===== config.mk =====
export PLATFORM = sky130hd
export DESIGN_NAME = chunked_cla_adder
export DESIGN_NICKNAME = d
export VERILOG_FILES = /design/src/rtl/cla_pkg.sv /design/src/rtl/cla_block.sv /design/src/rtl/chunked_cla_adder.sv
export SDC_FILE = /design/constraint.sdc
export NUM_CORES = 1
export LEC_CHECK = 0
export CORE_ASPECT_RATIO = 1.5
export CORE_MARGIN = 10
export CORE_UTILIZATION = 48
export DETAILED_ROUTE_END_ITERATION = 10
export GPL_TIMING_DRIVEN = 0
export MAX_ROUTING_LAYER = met4
export PLACE_DENSITY_LB_ADDON = 0.05
export SETUP_SLACK_MARGIN = 0.1
export SLEW_MARGIN = 10
export SYNTH_ARGS = -nofsm -noshare
export SYNTH_HDL_FRONTEND = slang
export SYNTH_SLANG_ARGS = --single-unit

===== constraint.sdc =====
create_clock -name clk -period 2.85 [get_ports clk]
set_input_delay 0.855 -clock clk [delete_from_list [all_inputs] [get_ports clk]]
set_output_delay 0.855 -clock clk [all_outputs]
set_load 0.02 [all_outputs]

===== src/rtl/cla_pkg.sv =====
// Shared types and helpers for the chunked carry-lookahead adder.
// Holds the controller state encoding and the chunk-counter width calculation.
`timescale 1ns/1ps
package cla_pkg;

  typedef enum logic [1:0] {
    IDLE = 2'd0,
    RUN  = 2'd1,
    DONE = 2'd2
  } state_t;

  // ceil(log2(n+1)), never less than 1, so the counter can also hold n itself
  function automatic int cnt_width(input int n);
    int w;
    w = 1;
    while ((1 << w) < (n + 1)) begin
      w = w + 1;
    end
    return w;
  endfunction

endpackage


===== src/rtl/cla_block.sv =====
// Purely combinational CHUNK-bit carry-lookahead adder slice.
// Every carry is a flat sum of generate/propagate products, with no ripple between bits.
`timescale 1ns/1ps
module cla_block #(
  parameter int CHUNK = 4
) (
  input  logic [CHUNK-1:0] x,
  input  logic [CHUNK-1:0] y,
  input  logic             c0,
  output logic [CHUNK-1:0] s,
  output logic             cout,
  output logic             c_msb
);

  logic [CHUNK-1:0] p;
  logic [CHUNK-1:0] g;
  logic [CHUNK:0]   c;

  // Carry into bit idx+1: any g[j] whose upper propagates all pass, or c0 through every p.
  function automatic logic carry_into(input logic [CHUNK-1:0] pv,
                                      input logic [CHUNK-1:0] gv,
                                      input logic             cv,
                                      input int               idx);
    logic acc;
    logic prod;
    acc = 1'b0;
    for (int j = 0; j <= idx; j++) begin
      prod = gv[j];
      for (int k = j + 1; k <= idx; k++) begin
        prod = prod & pv[k];
      end
      acc = acc | prod;
    end
    prod = cv;
    for (int k = 0; k <= idx; k++) begin
      prod = prod & pv[k];
    end
    return acc | prod;
  endfunction

  assign p    = x ^ y;
  assign g    = x & y;
  assign c[0] = c0;

  genvar gi;
  generate
    for (gi = 0; gi < CHUNK; gi++) begin : g_carry
      assign c[gi+1] = carry_into(p, g, c0, gi);
    end
  endgenerate

  assign s     = p ^ c[CHUNK-1:0];
  assign cout  = c[CHUNK];
  assign c_msb = c[CHUNK-1];

endmodule


===== src/rtl/chunked_cla_adder.sv =====
// Multi-cycle add/subtract unit: one CHUNK-wide lookahead block walks the operands
// a chunk per cycle, with a registered carry linking consecutive chunks.
`timescale 1ns/1ps
module chunked_cla_adder
  import cla_pkg::*;
#(
  parameter int WIDTH = 16,
  parameter int CHUNK = 4
) (
  input  logic             clk,
  input  logic             rst,
  input  logic             start,
  input  logic             sub,
  input  logic [WIDTH-1:0] a,
  input  logic [WIDTH-1:0] b,
  input  logic             cin,
  output logic             ready,
  output logic             done,
  output logic [WIDTH-1:0] sum,
  output logic             cout,
  output logic             ovf
);

  localparam int CHUNK_OK = (CHUNK < 1) ? 1 : CHUNK;
  localparam int NCHUNK   = WIDTH / CHUNK_OK;
  localparam int CW       = cnt_width(NCHUNK);

  generate
    if (CHUNK < 1 || CHUNK > WIDTH || (WIDTH % CHUNK_OK) != 0) begin : g_param_check
      $error("chunked_cla_adder: WIDTH (%0d) must be a positive multiple of CHUNK (%0d)",
             WIDTH, CHUNK);
    end
  endgenerate

  state_t           state_reg;
  logic [CW-1:0]    k_reg;
  logic             carry_reg;
  logic [WIDTH-1:0] a_reg;
  logic [WIDTH-1:0] bx_reg;
  logic [WIDTH-1:0] acc_reg;
  logic [WIDTH-1:0] acc_next;
  logic [WIDTH-1:0] sum_reg;
  logic             cout_reg;
  logic             ovf_reg;
  logic             done_reg;

  logic [CHUNK-1:0] a_chunk  [NCHUNK];
  logic [CHUNK-1:0] bx_chunk [NCHUNK];
  logic [CHUNK-1:0] blk_x;
  logic [CHUNK-1:0] blk_y;
  logic [CHUNK-1:0] blk_s;
  logic             blk_cout;
  logic             blk_c_msb;

  // Split operands into chunks and splice the block result into the active accumulator slice.
  genvar gi;
  generate
    for (gi = 0; gi < NCHUNK; gi++) begin : g_chunk
      assign a_chunk[gi]  = a_reg[gi*CHUNK +: CHUNK];
      assign bx_chunk[gi] = bx_reg[gi*CHUNK +: CHUNK];
      assign acc_next[gi*CHUNK +: CHUNK] =
        (k_reg == CW'(gi)) ? blk_s : acc_reg[gi*CHUNK +: CHUNK];
    end
  endgenerate

  always_comb begin
    blk_x = '0;
    blk_y = '0;
    for (int i = 0; i < NCHUNK; i++) begin
      if (k_reg == CW'(i)) begin
        blk_x = a_chunk[i];
        blk_y = bx_chunk[i];
      end
    end
  end

  cla_block #(
    .CHUNK (CHUNK)
  ) u_cla_block (
    .x     (blk_x),
    .y     (blk_y),
    .c0    (carry_reg),
    .s     (blk_s),
    .cout  (blk_cout),
    .c_msb (blk_c_msb)
  );

  always_ff @(posedge clk or posedge rst) begin
    if (rst) begin
      state_reg <= IDLE;
      k_reg     <= '0;
      carry_reg <= 1'b0;
      a_reg     <= '0;
      bx_reg    <= '0;
      acc_reg   <= '0;
      sum_reg   <= '0;
      cout_reg  <= 1'b0;
      ovf_reg   <= 1'b0;
      done_reg  <= 1'b0;
    end else begin
      case (state_reg)
        IDLE: begin
          done_reg <= 1'b0;
          if (start) begin
            a_reg     <= a;
            bx_reg    <= sub ? ~b : b;
            carry_reg <= sub ? 1'b1 : cin;
            k_reg     <= '0;
            state_reg <= RUN;
          end
        end
        RUN: begin
          acc_reg   <= acc_next;
          carry_reg <= blk_cout;
          k_reg     <= k_reg + CW'(1);
          // Results become visible only once the top chunk has been added.
          if (k_reg == CW'(NCHUNK - 1)) begin
            sum_reg   <= acc_next;
            cout_reg  <= blk_cout;
            ovf_reg   <= blk_c_msb ^ blk_cout;
            done_reg  <= 1'b1;
            state_reg <= DONE;
          end
        end
        DONE: begin
          done_reg  <= 1'b0;
          state_reg <= IDLE;
        end
        default: begin
          done_reg  <= 1'b0;
          state_reg <= IDLE;
        end
      endcase
    end
  end

  assign ready = (state_reg == IDLE);
  assign done  = done_reg;
  assign sum   = sum_reg;
  assign cout  = cout_reg;
  assign ovf   = ovf_reg;

endmodule


# After elaboration in Yosys (flattened, before gate mapping)

Index checks and enable logic that the tools add are counted.

Output and inout port bits: 20
Register bits after elaboration: 73
Input port bits: 37

Muxes and demuxes: 23
Eq/ne operators: 6
Reduce and logical (&&, ||, !) cells: 7
$add $sub $neg: 1
Bitwise gates (word level): 25

Operators by type and width:

| cell                                                             | number |
|---|---|
| 4-bit two-way mux                                                | 12 |
| 16-bit two-way mux                                               | 1 |
| 16-bit NOT                                                       | 1 |
| 1-bit AND                                                        | 10 |
| 1-bit OR                                                         | 10 |
| 2-bit AND reduction                                              | 4 |
| 4-bit bitwise XOR                                                | 2 |
| 3-bit by 2-bit == test with 1-bit output (second input constant) | 2 |
| 3-bit case mux with 2 select lines                               | 1 |
| 4-bit AND                                                        | 1 |
| 1-bit two-way mux                                                | 4 |
| 2-bit two-way mux                                                | 2 |
| 2-bit != test (second input constant)                            | 2 |
| 2-bit case mux with 2 select lines                               | 1 |
| 3-bit by 1-bit adder with 3-bit output (second input constant)   | 1 |
| 3-bit by 1-bit == test with 1-bit output (second input constant) | 1 |
| 3-bit zero test                                                  | 1 |
| 3-bit two-way mux                                                | 1 |
| 2-bit by 1-bit == test with 1-bit output (second input constant) | 1 |
| 2-bit zero test                                                  | 1 |
| 1-bit case mux with 2 select lines                               | 1 |
| 2-bit nonzero test                                               | 1 |
| 1-bit bitwise XOR                                                | 1 |

# Logic depth before layout (Yosys ltp)

Word-level depth: 14
Mapped depth: 12
Gate-level depth less buffers: 12

# Modules after synthesis

Synthesis repeated with hierarchy kept, for this count alone.

Cells, all modules: 338
Area, all modules: 3,499.6 sq um

Modules (own cells, without submodules):

| module            | sequential area each (sq um) | times used | area each (sq um) | cells each |
|---|---|---|---|---|
| chunked_cla_adder | 1,726.7                      | 1          | 3,321.9           | 319 |
| cla_block         | 0.0                          | 1          | 177.7             | 19 |

# Worst setup path after synthesis

OpenSTA, ideal clock, no wires.

Kind: register -> register
From: register k_reg[1]
To: register sum_reg[15], in the netlist sum[15]
Setup time: 0.133 ns
Cell stages (with the launch flop): 13
Path buffers: 1
Required time: 2.717 ns
Arrival time: 2.734 ns
Path slack: -0.017 ns
Cells stage by stage: dfrtp_1 -> inv_1 -> ha_1 -> clkbuf_1 -> nor2_1 -> a211oi_1 -> o21ai_0 -> ha_1 -> ha_1 -> o211a_1 -> or3_1 -> nand2_1 -> o21ai_0

Longest elaborated chain between the ends: 13
Elaborated cells between the ends (all ways): 26
Classes of those cells: 3 x eq/ne; 9 x mux; 12 x bitwise; 2 x reduce/logical

RTL lines:

| element                                               | line                             | RTL |
|---|---|---|
| start: declaration                                    | chunked_cla_adder.sv:36          | `logic [CW-1:0] k_reg;` |
| start signal: assignment                              | chunked_cla_adder.sv:115         | `k_reg <= k_reg + CW'(1);` |
| 3-bit zero test                                       | chunked_cla_adder.sv:70          | `if (k_reg == CW'(i)) begin` |
| 4-bit two-way mux (4 in a row)                        | chunked_cla_adder.sv:70          |  |
| 4-bit AND / 4-bit bitwise XOR (equally long branches) | cla_block.sv:42, cla_block.sv:41 |  |
| 1-bit AND (2 in a row)                                | cla_block.sv:30                  | `prod = prod & pv[k];` |
| 1-bit OR (2 in a row)                                 | cla_block.sv:32                  | `acc = acc \| prod;` |
| 1-bit OR                                              | cla_block.sv:38                  | `return acc \| prod;` |
| 4-bit bitwise XOR                                     | cla_block.sv:52                  | `assign s = p ^ c[CHUNK-1:0];` |
| 4-bit two-way mux                                     | chunked_cla_adder.sv:62          | `(k_reg == CW'(gi)) ? blk_s : acc_reg[gi*CHUNK +: CHUNK];` |
| end signal: assignment                                | chunked_cla_adder.sv:118         | `sum_reg <= acc_next;` |
| end: declaration                                      | chunked_cla_adder.sv:42          | `logic [WIDTH-1:0] sum_reg;` |

Several ways; a longest one is shown, not always the timed one.
A chain may end at the register's enable or synchronous reset.

# Worst setup path in the final report

From: register k_reg[0]
To: register sum_reg[2], in the netlist sum[2]

Longest elaborated chain between the ends: 11
Elaborated cells between the ends (all ways): 22
Classes of those cells: 3 x eq/ne; 9 x mux; 8 x bitwise; 2 x reduce/logical

RTL lines:

| element                                               | line |
|---|---|
| 3-bit zero test                                       | chunked_cla_adder.sv:62, chunked_cla_adder.sv:70 |
| 4-bit two-way mux (4 in a row)                        | chunked_cla_adder.sv:70 |
| 4-bit AND / 4-bit bitwise XOR (equally long branches) | cla_block.sv:42, cla_block.sv:41 |
| 1-bit AND (on tied branches)                          | cla_block.sv:30, cla_block.sv:36 |
| 1-bit OR / 1-bit AND (equally long branches)          | cla_block.sv:32, cla_block.sv:36 |
| 1-bit OR                                              | cla_block.sv:38 |
| 4-bit bitwise XOR                                     | cla_block.sv:52 |
| 4-bit two-way mux                                     | chunked_cla_adder.sv:62 |

Several ways; a longest one is shown, not always the timed one.

==> results.ini <==
[setup_path]
crit_family=compound AO/OA/AOI/OAI gates
critPathKind=reg -> reg
critPathCaptureType=flip-flop
path_cells=buf_6, ha_4, buf_12, nor2b_4, a221oi_4, o21ai_2, ha_1, ha_2, o211a_4, a211o_4, o211ai_1, o21a_1
crit_buf_inv=2
worst_ep_required_time_ns=3.14
start_kind=flip-flop
cp_slowest_stage_delay_ns=0.44
cp_data_arrival_time_ns=3.08
critPathMaxFanout=5
crit_path_top_delay_cell=dfrtp_2

[global_routing]
gr-total-overflow=0
grt_pass1_wl_um=13100
grt_usage_pct=16.2
grt_pass1_vias=2740
antenna_found_initial=0
grt_max_degree=60

[place]
dp_cells=456
io_buffers=55
gp_congestion=0.826
dp_hpwl_um=5710

[yosys]
syn_avg_cell_area_um2=10.3
dominantRegCellSynth=dfrtp_1
async_reset_ff_share_pct=100
syn-instance-count=322
ys_types=38
yosysWarningCount=0
synth_edf_count=0
ys_seq_area_share_pct=52.0
syn_nets=370
synth_area_um2=3320
ys_ff_latch=69

[run_status]
status=complete, no violations

[timing]
hold_viol_final=0
setup_viol=0
fmax_mhz=358
slew_headroom_pct=73.6
maxSlewViolCount=0
rsz0062_at_grt=yes
layout_min_cycle_time_ns=2.79
skew_ns=0.00821
worstMarginPinSlew_ns=0.397
fin_crit_sh_pct=97.9
final.setup.tns_ns=0
whs_ns=0.474

[cells_and_area]
final_core_util_pct=68.2
diodes=0
nets=458
drive_above_1_share_pct=23.7
stdcell_count=492
syn2layout_area_growth_pct=39.8

[clocking]
cts_tree=yes
cts_hold_buf=0
clkTransAtPathRegs_ns=0.07
worstSkewPairLatency_ns=0.36
clockBufferDepth=2
clock_tree.htree_level_count=3
cts.sinks=69
root_buffer=clkbuf_8
cts_buffers=9

[power_and_ir_drop]
leakagePower_nw=2.00
vdd_drop_max_mv=0.601
p_per_area_nw_per_um2=1420
power.total_mw=6.58

[die]
io_pins=57
core_um2=6810
die_w_um=87.9
rows=37
die_y_um=122
die-area_um2=10700
start_util_pct=48.8

[routing]
wire_per_inst_um=16.8
num_vias=2587
drc=0
first_pass_iters=4
ant_nets=0
wirelength_um=8240
drt_iter0_drc=111
viasPerCell=5.26

[flow_run]
maxCapViolCount=0

[hold_path]
hold_path_class=reg -> reg

-- logic make-up after synthesis --
kind of cell / Yosys count / share of synthesized area [%]
mux: 24 / 9.08
flops: 69 / 52.0
compound gates: 86 / 14.8
fa+ha+maj: 11 / 4.37
xor+xnor: 17 / 4.48
buf+inv: 23 / 3.65
simple gates: 92 / 11.6
-- per-layer routing --
| layer | track usage [%] | share of wire (%) | routed length [um] | vias up |
|---|---|---|---|---|
| li1 | - | - | - | 1279 |
| met1 | 16.8 | 39 | 3230 | 1236 |
| met2 | 28.1 | 55 | 4530 | 53 |
| met3 | 2.87 | 3.2 | 260 | 19 |
| met4 | 8.80 | 2.7 | 225 | 0 |
| met5 | - | 0 | 0 | - |
-- path summary, 6_finish.rpt --
path / startpoint / endpoint / slack [ns] / cells after the start
worst max register to register: k_reg[0]$_DFFE_PP0P_ / sum[2]$_DFFE_PP0P_ / 0.06 / 12
worst min-delay path: sum[12]$_DFFE_PP0P_ / sum[12]$_DFFE_PP0P_ / 0.47 / 2
min in group asynchronous: rst / a_reg[8]$_DFFE_PP0P_ / 0.75 / 2
max in group asynchronous: rst / k_reg[2]$_DFFE_PP0P_ / 1.55 / 3
worst min register to register: sum[12]$_DFFE_PP0P_ / sum[12]$_DFFE_PP0P_ / 0.47 / 2
worst max-delay path: k_reg[0]$_DFFE_PP0P_ / sum[2]$_DFFE_PP0P_ / 0.06 / 12
-- stage by stage --
stage	worst slack, ns	area [um2]
6_report	0.0605	4640
5_1_grt	0.00587	4640
3_5_place_dp	-0.358	4000
4_1_cts	0.00564	4440
3_3_place_gp	-0.916	3970
2_1_floorplan	0.104	3320
-- cell usage after synthesis, types with 5 or more instances --
cell type / number / area (um2)
o21ai_0: 30 / 150
mux2i_1: 5 / 50.1
nand2_1: 41 / 154
nor2_1: 35 / 131
a21oi_1: 27 / 135
inv_1: 7 / 26.3
xnor2_1: 17 / 149
o21ai_1: 9 / 45.0
ha_1: 10 / 125
mux2_4: 10 / 150
mux2_1: 8 / 90.1
buf_2: 7 / 35.0
dfrtp_1: 69 / 1730
-- area by class of cell --
cell class,count,area [um2]
Sequential cell,69,1730
Fill cell,524,2160
Buffer,15,133
Clock inverter,1,5.00
Clock buffer,14,173
Multi-Input combinational cell,230,1710
Timing Repair Buffer,77,759
Inverter,8,35.0
Tap cell,78,97.6
-- layout by cell type (no fill, tap or decap), types with 3 or more instances in the layout --
cell type / Yosys / final
o211ai_1: 3 / 3
clkbuf_1: 4 / 3
nand4_1: 3 / 3
ha_4: 0 / 4
xnor2_1: 17 / 16
buf_6: 3 / 6
mux2i_1: 5 / 5
mux2_1: 8 / 8
clkbuf_8: 0 / 12
dfrtp_1: 69 / 66
nor2_1: 35 / 33
clkdlybuf4s50_1: 0 / 55
o21ai_2: 0 / 6
nand2_1: 41 / 40
o21ai_0: 30 / 17
mux2_4: 10 / 10
buf_4: 1 / 17
nand3_1: 3 / 3
nand2b_1: 3 / 3
a21oi_1: 27 / 26
buf_2: 7 / 7
inv_2: 1 / 4
a221oi_4: 0 / 3
ha_2: 0 / 3
dfrtp_2: 0 / 3
ha_1: 10 / 3
o21ai_1: 9 / 16
o21a_1: 3 / 3
-- power breakdown --
group	internal, mW	total [mW]	leakage [nW]	switching [mW]
Combinational	2.02	4.05	1.09	2.03
Clock	0.382	0.733	0.0926	0.351
Sequential	1.47	1.79	0.822	0.324
-- worst min-delay path, delay by kind of cell, from the launching register on --
kind          cells  cell delay, ns
flops             1            0.34
simple gates      2            0.10
-- repair_timing --
| item | 4_1_cts | 5_1_grt |
|---|---|---|
| gates resized for setup | 43 | 30 |
| setup buffers | 12 | 9 |
| gates cloned | 0 | 0 |
| endpoints found under the setup margin | 25 | 20 |
| pin swaps | 12 | 21 |
No activity file was read; power rests on OpenSTA's default activity.
